==> src/rtl/tmds_pkg.sv <==
// tmds_pkg: TMDS character codes, character kinds and running-disparity width.
package tmds_pkg;
  typedef enum logic [1:0] {KIND_CTRL, KIND_VIDEO, KIND_GUARD} kind_t;
  localparam int CNT_W = 6;
  localparam logic [9:0] CTRL_00 = 10'b1101010100;
  localparam logic [9:0] CTRL_01 = 10'b0010101011;
  localparam logic [9:0] CTRL_10 = 10'b0101010100;
  localparam logic [9:0] CTRL_11 = 10'b1010101011;
  localparam logic [9:0] GUARD_CH0 = 10'b1011001100;
  localparam logic [9:0] GUARD_CH1 = 10'b0100110011;
  localparam logic [9:0] GUARD_CH2 = 10'b1011001100;
  localparam logic [1:0] PRE_CTL_CH1 = 2'b01;
  localparam logic [1:0] PRE_CTL_CH2 = 2'b00;
  function automatic logic [9:0] ctrl_code(input logic [1:0] c);
    return c == 2'b00 ? CTRL_00 : c == 2'b01 ? CTRL_01 : c == 2'b10 ? CTRL_10 : CTRL_11;
  endfunction
  function automatic logic [3:0] ones8(input logic [7:0] v);
    ones8 = '0;
    for (int i = 0; i < 8; i++) ones8 = ones8 + {3'b0, v[i]};
  endfunction
endpackage

==> src/rtl/tmds_chan_enc.sv <==
// tmds_chan_enc: one TMDS channel, transition-minimising stage then DC-balancing stage.
module tmds_chan_enc
  import tmds_pkg::*;
(
  input  logic       clk,
  input  logic       rst,
  input  kind_t      kind,
  input  logic [1:0] ctl,
  input  logic [9:0] guard,
  input  logic [7:0] data,
  output logic [9:0] q
);
  logic [3:0] n1_d, n1_q;
  logic use_xnor;
  logic [8:0] qm_d, qm;
  kind_t kind1;
  logic [1:0] ctl1;
  logic [9:0] guard1, q_d;
  logic signed [CNT_W-1:0] cnt, cnt_d, bal;
  assign n1_d = ones8(data);
  assign use_xnor = n1_d > 4'd4 || (n1_d == 4'd4 && !data[0]);
  always_comb begin
    qm_d = {~use_xnor, 7'b0, data[0]};
    for (int i = 1; i < 8; i++) qm_d[i] = qm_d[i-1] ^ data[i] ^ use_xnor;
  end
  // bal = ones - zeros of the stage-1 word
  assign n1_q = ones8(qm[7:0]);
  assign bal = $signed(CNT_W'({n1_q, 1'b0})) - CNT_W'(8);
  always_comb begin
    q_d = kind1 == KIND_GUARD ? guard1 : ctrl_code(ctl1);
    cnt_d = '0;
    if (kind1 == KIND_VIDEO) begin
      if (cnt == 0 || bal == 0) begin
        q_d = {~qm[8], qm[8], qm[8] ? qm[7:0] : ~qm[7:0]};
        cnt_d = qm[8] ? cnt + bal : cnt - bal;
      end else if ((cnt > 0 && bal > 0) || (cnt < 0 && bal < 0)) begin
        q_d = {1'b1, qm[8], ~qm[7:0]};
        cnt_d = cnt - bal + (qm[8] ? CNT_W'(2) : '0);
      end else begin
        q_d = {1'b0, qm[8], qm[7:0]};
        cnt_d = cnt + bal - (qm[8] ? '0 : CNT_W'(2));
      end
    end
  end
  always_ff @(posedge clk) begin
    if (rst) begin
      qm <= '0;
      kind1 <= KIND_CTRL;
      ctl1 <= '0;
      guard1 <= '0;
      cnt <= '0;
      q <= CTRL_00;
    end else begin
      qm <= qm_d;
      kind1 <= kind;
      ctl1 <= ctl;
      guard1 <= guard;
      cnt <= cnt_d;
      q <= q_d;
    end
  end
endmodule

==> src/rtl/tmds_video_encoder.sv <==
// tmds_video_encoder: multi-channel TMDS encoder with HDMI preamble/guard-band insertion.
module tmds_video_encoder
  import tmds_pkg::*;
#(
  parameter int NUM_CH       = 3,
  parameter int HDMI_MODE    = 1,
  parameter int PREAMBLE_LEN = 8,
  parameter int GUARD_LEN    = 2
) (
  input  logic                   pixclk,
  input  logic                   rst,
  input  logic                   vsync,
  input  logic                   hsync,
  input  logic                   active,
  input  logic [NUM_CH*8-1:0]    pix_data,
  output logic [NUM_CH*10-1:0]   tmds,
  output logic                   de_out,
  output logic                   blank_err
);
  localparam int D = HDMI_MODE != 0 ? PREAMBLE_LEN + GUARD_LEN : 0;
  localparam int W = NUM_CH*8 + 3;
  localparam logic [4:0] DL = 5'(D);
  localparam logic [4:0] GL = 5'(GUARD_LEN);
  logic [W-1:0] dl_in, dl_out;
  logic d_vs, d_hs, d_act, active_prev, rise, in_win, pre, de1;
  logic [4:0] win_cnt, blank_run, rem;
  kind_t kind;
  assign dl_in = {vsync, hsync, active, pix_data};
  generate
    if (D == 0) begin : g_bypass
      assign dl_out = dl_in;
    end else begin : g_dl
      logic [W-1:0] line [D];
      always_ff @(posedge pixclk) begin
        line[0] <= rst ? '0 : dl_in;
        for (int i = 1; i < D; i++) line[i] <= rst ? '0 : line[i-1];
      end
      assign dl_out = line[D-1];
    end
  endgenerate
  assign {d_vs, d_hs, d_act} = dl_out[W-1:W-3];
  // the rise is seen at the input while the first window character leaves the delay line
  assign rise = active && !active_prev;
  assign rem = D == 0 ? 5'd0 : rise ? DL : win_cnt;
  assign in_win = rem != 5'd0 && !d_act;
  assign pre = in_win && rem > GL;
  assign kind = d_act ? KIND_VIDEO : in_win && !pre ? KIND_GUARD : KIND_CTRL;
  always_ff @(posedge pixclk) begin
    if (rst) begin
      active_prev <= 1'b0;
      win_cnt <= '0;
      blank_run <= '0;
      blank_err <= 1'b0;
      de1 <= 1'b0;
      de_out <= 1'b0;
    end else begin
      active_prev <= active;
      win_cnt <= rem != 5'd0 ? rem - 5'd1 : 5'd0;
      blank_run <= active ? 5'd0 : blank_run == DL ? blank_run : blank_run + 5'd1;
      blank_err <= blank_err || (rise && blank_run < DL);
      de1 <= d_act;
      de_out <= de1;
    end
  end
  for (genvar c = 0; c < NUM_CH; c++) begin : g_ch
    tmds_chan_enc u_enc (
      .clk  (pixclk),
      .rst  (rst),
      .kind (kind),
      .ctl  (c == 0 ? {d_vs, d_hs} : pre ? (c == 1 ? PRE_CTL_CH1 : PRE_CTL_CH2) : 2'b00),
      .guard(c == 0 ? GUARD_CH0 : c == 1 ? GUARD_CH1 : GUARD_CH2),
      .data (dl_out[8*c +: 8]),
      .q    (tmds[10*c +: 10])
    );
  end
endmodule

==> config.mk <==
export PLATFORM = sky130hd
export DESIGN_NAME = tmds_video_encoder
export DESIGN_NICKNAME = d
export VERILOG_FILES = /design/src/rtl/tmds_pkg.sv /design/src/rtl/tmds_chan_enc.sv /design/src/rtl/tmds_video_encoder.sv
export SDC_FILE = /design/constraint.sdc
export NUM_CORES = 1
export LEC_CHECK = 0
export BUFFER_PORTS_ARGS = -buffer_cell sky130_fd_sc_hd__buf_2
export CORE_UTILIZATION = 25
export DETAILED_ROUTE_END_ITERATION = 10
export PLACE_DENSITY = 0.48
export SLEW_MARGIN = 40
export SYNTH_ARGS = -nofsm -noshare
export SYNTH_HDL_FRONTEND = slang
export SYNTH_SLANG_ARGS = --single-unit
==> constraint.sdc <==
create_clock -name pixclk -period 11.4 [get_ports pixclk]
set_input_delay 1.14 -clock pixclk [delete_from_list [all_inputs] [get_ports pixclk]]
set_output_delay 1.14 -clock pixclk [all_outputs]
set_load 0.1 [all_outputs]
* Word-level counts from Yosys, hierarchy flattened
Memories as Yosys holds them, arrays and structs flattened.
Cells that the tools add are included.
Widths: inputs -> output; s select.
** Storage, ports and cells
- Register bits after elaboration :: 114
- Bits in writable memories :: 270
- Bits of input ports :: 29
- Output and inout port bits :: 32
- Word-level logic and storage cells :: 262
- Memories :: 1
** Operators by class
- Add/sub/neg operators :: 65
- Magnitude comparators :: 17
- Eq/ne operators :: 10
- Multiplexer cells :: 52
- Bitwise gates (word level) :: 53
- Reductions and logical operators :: 43
** Memory list
- g_dl.line :: depth 10, bits a word 27, read ports 10, clocked after Yosys merged registers in 0, wr ports 10, line tmds_video_encoder.sv:33 : logic [W-1:0] line [D];
** Operators by type and width (number)
- $mux 27 :: 10
- $logic_not 32->1 :: 6
- $mux 10 :: 19
- $add 4x1->4 :: 36
- $add 6x6->6 :: 9
- $mux 6 :: 9
- $sub 6x6->6 :: 9
- $xor 1x1->1 :: 42
- $gt 6x1->1 const B :: 6
- $lt 6x1->1 const B :: 6
- $mux 8 :: 3
- $not 8->8 :: 3
- $sub 5x4->6 const B :: 3
- $logic_and 1x1->1 :: 14
- $mux 2 :: 7
- $add 1x1->2 :: 6
- $eq 4x3->1 const B :: 3
- $gt 4x3->1 const B :: 3
- $logic_or 1x1->1 :: 10
- $mux 9 :: 1
- $not 1->1 :: 8
- $reduce_or 2->1 :: 4
- $eq 2x1->1 const B :: 3
- $eq 2x2->1 const B :: 3
- other kinds (10) :: 17

* Depth between registers and ports, before layout
An unclocked memory read counts as a cell.
- Depth in word-level cells :: 24
- Gate-level depth with buffers :: 17

* Cells and area by module
A second synthesis with hierarchy kept.
** Unflattened totals
- Cell total of the unflattened synthesis :: 1476
- Area total of the unflattened synthesis :: 15753.9 µm²
** Modules (own cells, without submodules)
- tmds_video_encoder :: instances 1, cells each 641, area an instance 7886.3 µm²
- tmds_chan_enc (g_ch[0].u_enc ...) :: instances 2, cells each 279, area an instance 2616.3 µm²
- tmds_chan_enc (g_ch[1].u_enc) :: instances 1, cells each 277, area an instance 2635.0 µm²

* Worst setup path before layout
Ideal clock, no wire load.
- Path kind :: reg-to-reg
- From :: register g_ch[1].u_enc.qm[0]
- To :: register g_ch[1].u_enc.cnt[5]
- Setup time :: 0.131 ns
- Arrival :: 4.376 ns
- Data required time :: 11.269 ns
- Path slack :: 6.893 ns
- Cell stages (with the launch flop) :: 17
- Clock period less this slack :: 4.507 ns
- Cell sequence :: dfxtp_1 ha_1 inv_1 fa_1 fa_1 fa_1 inv_1 fa_1 inv_1 ha_1 mux2_2 fa_1 a21o_1 a21oi_1 xnor3_1 o21ai_0 a21oi_1
** On the way
- Longest elaborated chain between the ends :: 13
- Elaborated cells on any way between the ends :: 24
** RTL lines
- from (decl) :: line tmds_chan_enc.sv:15 : logic [8:0] qm_d, qm;
- from (signal assigned) :: line tmds_chan_enc.sv:54 : qm <= qm_d;
- $add 1x1->2 * :: line tmds_pkg.sv:19 : for (int i = 0; i < 8; i++) ones8 = ones8 + {3'b0, v[i]};
- $add 4x1->4 * (6 in series) :: line tmds_pkg.sv:19
- $sub 5x4->6 * :: line tmds_chan_enc.sv:28 : assign bal = $signed(CNT_W'({n1_q, 1'b0})) - CNT_W'(8);
- branches (longest 4 deep; another with $add 6x6->6)
- $mux 6 * :: line tmds_chan_enc.sv:33 : if (cnt == 0 || bal == 0) begin
- to (signal assigned) :: line tmds_chan_enc.sv:58 : cnt <= cnt_d;
- to (decl) :: line tmds_chan_enc.sv:19 : logic signed [CNT_W-1:0] cnt, cnt_d, bal;
Every way passes the cells marked *.
A chain may end at the register's enable or synchronous reset.

* Worst setup path after layout
- From :: register g_ch[1].u_enc.qm[1]
- To :: register g_ch[1].u_enc.cnt[5]
The elaborated chain is that of the path after synthesis.

==> flow_metrics.tcl <==
set metrics [dict create \
    status "finished clean" \
    synth_cells 1307 \
    crit_required_ns 11.81 \
    design_area_um2 16500 \
    fmax_mhz 210 \
    min_path_cells 1 \
    synth_area_um2 14100 \
    syn_to_final_growth_pct 17.1 \
    p_per_area_nw_per_um2 164 \
    antenna_found_initial 0 \
    peakVddDrop_uv 95.0 \
    gp_congestion 0.777 \
    rsz0062_at_grt "no" \
    synth_top_area_share_pct 51.1 \
    layoutNonFillerInstCount 2141 \
    worst_pin_slew_ns 0.777 \
    syn_area_per_cell_um2 10.8 \
    die_h_um 240 \
    clk_pin_slew_worst_paths_ns 0.06 \
    p_seq_share_pct 48.1 \
    grt_pass1_vias 7843 \
    dieArea_um2 57400 \
    hold_violations 0 \
    drv_cap 0 \
    setup_viol 0 \
    clockBufferDepth 3 \
    dr.pass1.iters 5 \
    viasPerCell 3.65 \
    grt_use_total_pct 8.25 \
    cts-root-buf "clkbuf_16" \
    period_share_pct 41.7 \
    yosysTopAreaCell "dfxtp_1" \
    holdBufCountCts 0 \
    fillers 5811 \
    insertion_delay_ns 0.53 \
    synth_edf_count 0 \
    hp-class "reg -> reg" \
    ff2ff_setup_slack_ns 6.64 \
    hold_start "g_dl.line[4][22]" \
    wl_per_cell_um 10.5 \
    ctsResizeCount 0 \
    ys.warnings.count 0 \
    grt-ovfl-total 0 \
    dpl.cell_count 2072 \
    grt_start_max_net_pins 88 \
    netlist-cell-type-count 43 \
    synthArstFlopShare_pct 0 \
    start_util_pct 25.4 \
    die_w_um 240 \
    drive_gt1_share_pct 10.4 \
    grt_pass1_wl_um 39100 \
    power.share.clock_pct 45.6 \
    clock_sinks 360 \
    path_class "reg -> reg" \
    place_area_um2 15200 \
    hold_ws_ns 0.428 \
    holdPathEnd "g_dl.line[5][22]" \
    rows 86 \
    slew-limit-headroom_pct 48.1 \
    ys.flop_type "dfxtp_1" \
    cts_tree "built" \
    worstPathArrival_ns 5.17 \
    post-cts-setup-buffers 0 \
    htreeDepth 2 \
    end_kind "register" \
    cp_max_fo 4 \
    drc 0 \
    final_cell_mix "360 x dfxtp_1, 289 x nor2b_1, 120 x inv_1" \
    dp_hpwl_um 15600 \
    via_count 7819 \
    power_switching_mw 0.630 \
    diodes 0 \
    synth_seq_area_share_pct 51.1 \
    comb_power_share_pct 6.2 \
    r2r_cells 16 \
    cts_made_buffers 38 \
    layout_commonest_cell "dfxtp_1" \
    core_area_um2 55400 \
    final_max_slew_viol_count 0 \
    fin_crit_ns 4.76 \
    reg2reg_from "g_ch[1].u_enc.qm[1]" \
    ys_seq_elements 360 \
    finClkSkew_ns 0.00702 \
    power.internal_mw 2.08 \
    ant_nets 0 \
    setup_tns_ns 0 \
    switching_share_pct 23.3 \
    regToRegEndpoint "g_ch[1].u_enc.cnt[5]" \
    nNetsFinal 1528 \
    finish.utilization_pct 29.8 \
    port_buffers 60 \
    drt_iter0_markers 303 \
    synth.area.top_cells "dfxtp_1 51%, nor2b_1 13%, ha_1 8.4%, fa_1 5.5%, xnor2_1 3.8%" \
    pin_count 61 \
    synth_nets 1470 \
    leakagePower_nw 7.09 \
    worst_setup_path_start_kind "register" \
    postRouteWirelength_um 22400 \
]
cell families (layout without fill, tap and decap cells):
group           after synthesis  after routing  share of synthesized area [%]
compound gates              118            118                           5.44
xor+xnor                     90             90                           6.18
fa+ha+maj                   134            134                           14.0
buf+inv                     167            253                           4.50
flops                       360            360                           51.1
mux                          16             16                           1.37
simple gates                422            422                           17.5
layout make-up:
class	instances	area, um^2	area share (%)
multi-input cells	780	6270	38.0
inverters	120	450	2.73
flip-flops and latches	360	7210	43.7
clock buffers	54	1090	6.61
clock inverters	14	193	1.17
well taps	748	936	5.67
repair buffers	65	364	2.21
routing by layer:
metal | part of all wire, % | track usage [%] | wire [um]
met1 | 53 | 11.9 | 11900
met2 | 41 | 12.0 | 9120
met3 | 4.5 | 2.01 | 999
met4 | 1.9 | 2.62 | 417
met5 | 0 | 0 | 0
power by group through the flow:
stage | Combinational (mW) | Sequential, mW | Clock, mW
final | 0.168 | 1.30 | 1.23
after global routing | 0.184 | 1.30 | 1.35
after CTS | 0.170 | 1.30 | 1.29
after detailed placement | 0.169 | 1.33 | 0
after global placement | 0.167 | 1.33 | 0
after floorplan | 0.0697 | 1.39 | 0
sequential cells by signal (all words and copies together) (netlist names):
name,cells
win_cnt,5
g_ch.u_enc.ctl1,3
g_dl.line,270
g_ch.u_enc.qm,27
g_ch.u_enc.kind1,1
de_out,1
blank_run,5
de1,1
g_ch.u_enc.cnt,15
g_ch.u_enc.guard1,1
g_ch.u_enc.q,30
blank_err,1
synthesized netlist by cell type (2+ instances only):
cell type / count
dfxtp_1: 360
nor2b_1: 289
inv_1: 120
ha_1: 95
xnor2_1: 61
nor2_1: 53
clkbuf_1: 44
fa_1: 39
a21oi_1: 37
o21ai_0: 30
xor2_1: 23
nand2_1: 21
a21o_1: 17
nor3_1: 14
a211oi_1: 9
mux2i_1: 8
and2_1: 7
nand2b_1: 7
nor3b_1: 7
mux2_2: 6
xnor3_1: 6
o211ai_1: 5
a31oi_1: 4
nand3_1: 4
nand4_1: 4
nor4_1: 4
or3_1: 4
and3_1: 3
o21a_1: 3
o311ai_0: 3
or4_4: 3
a31oi_2: 2
and4_1: 2
buf_4: 2
mux2i_4: 2
o21ba_2: 2
stage by stage:
step | power [mW] | setup slack, ns
after global routing | 2.83 | 6.38
after floorplan | 1.46 | 6.89
after CTS | 2.76 | 6.61
after detailed placement | 1.50 | 6.65
after global placement | 1.50 | 6.56
final | 2.71 | 6.64
worst max-delay path: stages, from the launching register on:
cell and delay (ns):
dfxtp_1 0.32, ha_1 0.27, inv_1 0.04, fa_1 0.50
fa_1 0.44, fa_1 0.46, inv_1 0.09, fa_1 0.43
inv_1 0.14, ha_1 0.24, mux2_2 0.30, fa_1 0.46
a21o_1 0.20, a21oi_1 0.21, xnor3_1 0.33, o21ai_0 0.16
a21oi_1 0.06
how the worst max path moves through the flow:
| stage | startpoint | cells after the start | endpoint |
|---|---|---|---|
| floorplan | g_ch[1].u_enc.qm[0] | 16 | g_ch[1].u_enc.cnt[5] |
| global placement | g_ch[1].u_enc.qm[0] | 16 | g_ch[1].u_enc.q[4] |
| detailed placement | g_ch[1].u_enc.qm[1] | 16 | g_ch[1].u_enc.cnt[5] |
| CTS | g_ch[1].u_enc.qm[1] | 16 | g_ch[1].u_enc.cnt[5] |
| global route | g_ch[1].u_enc.qm[0] | 16 | g_ch[1].u_enc.cnt[5] |
| finish | g_ch[1].u_enc.qm[1] | 16 | g_ch[1].u_enc.cnt[5] |
(Power assumes the default switching activity.)
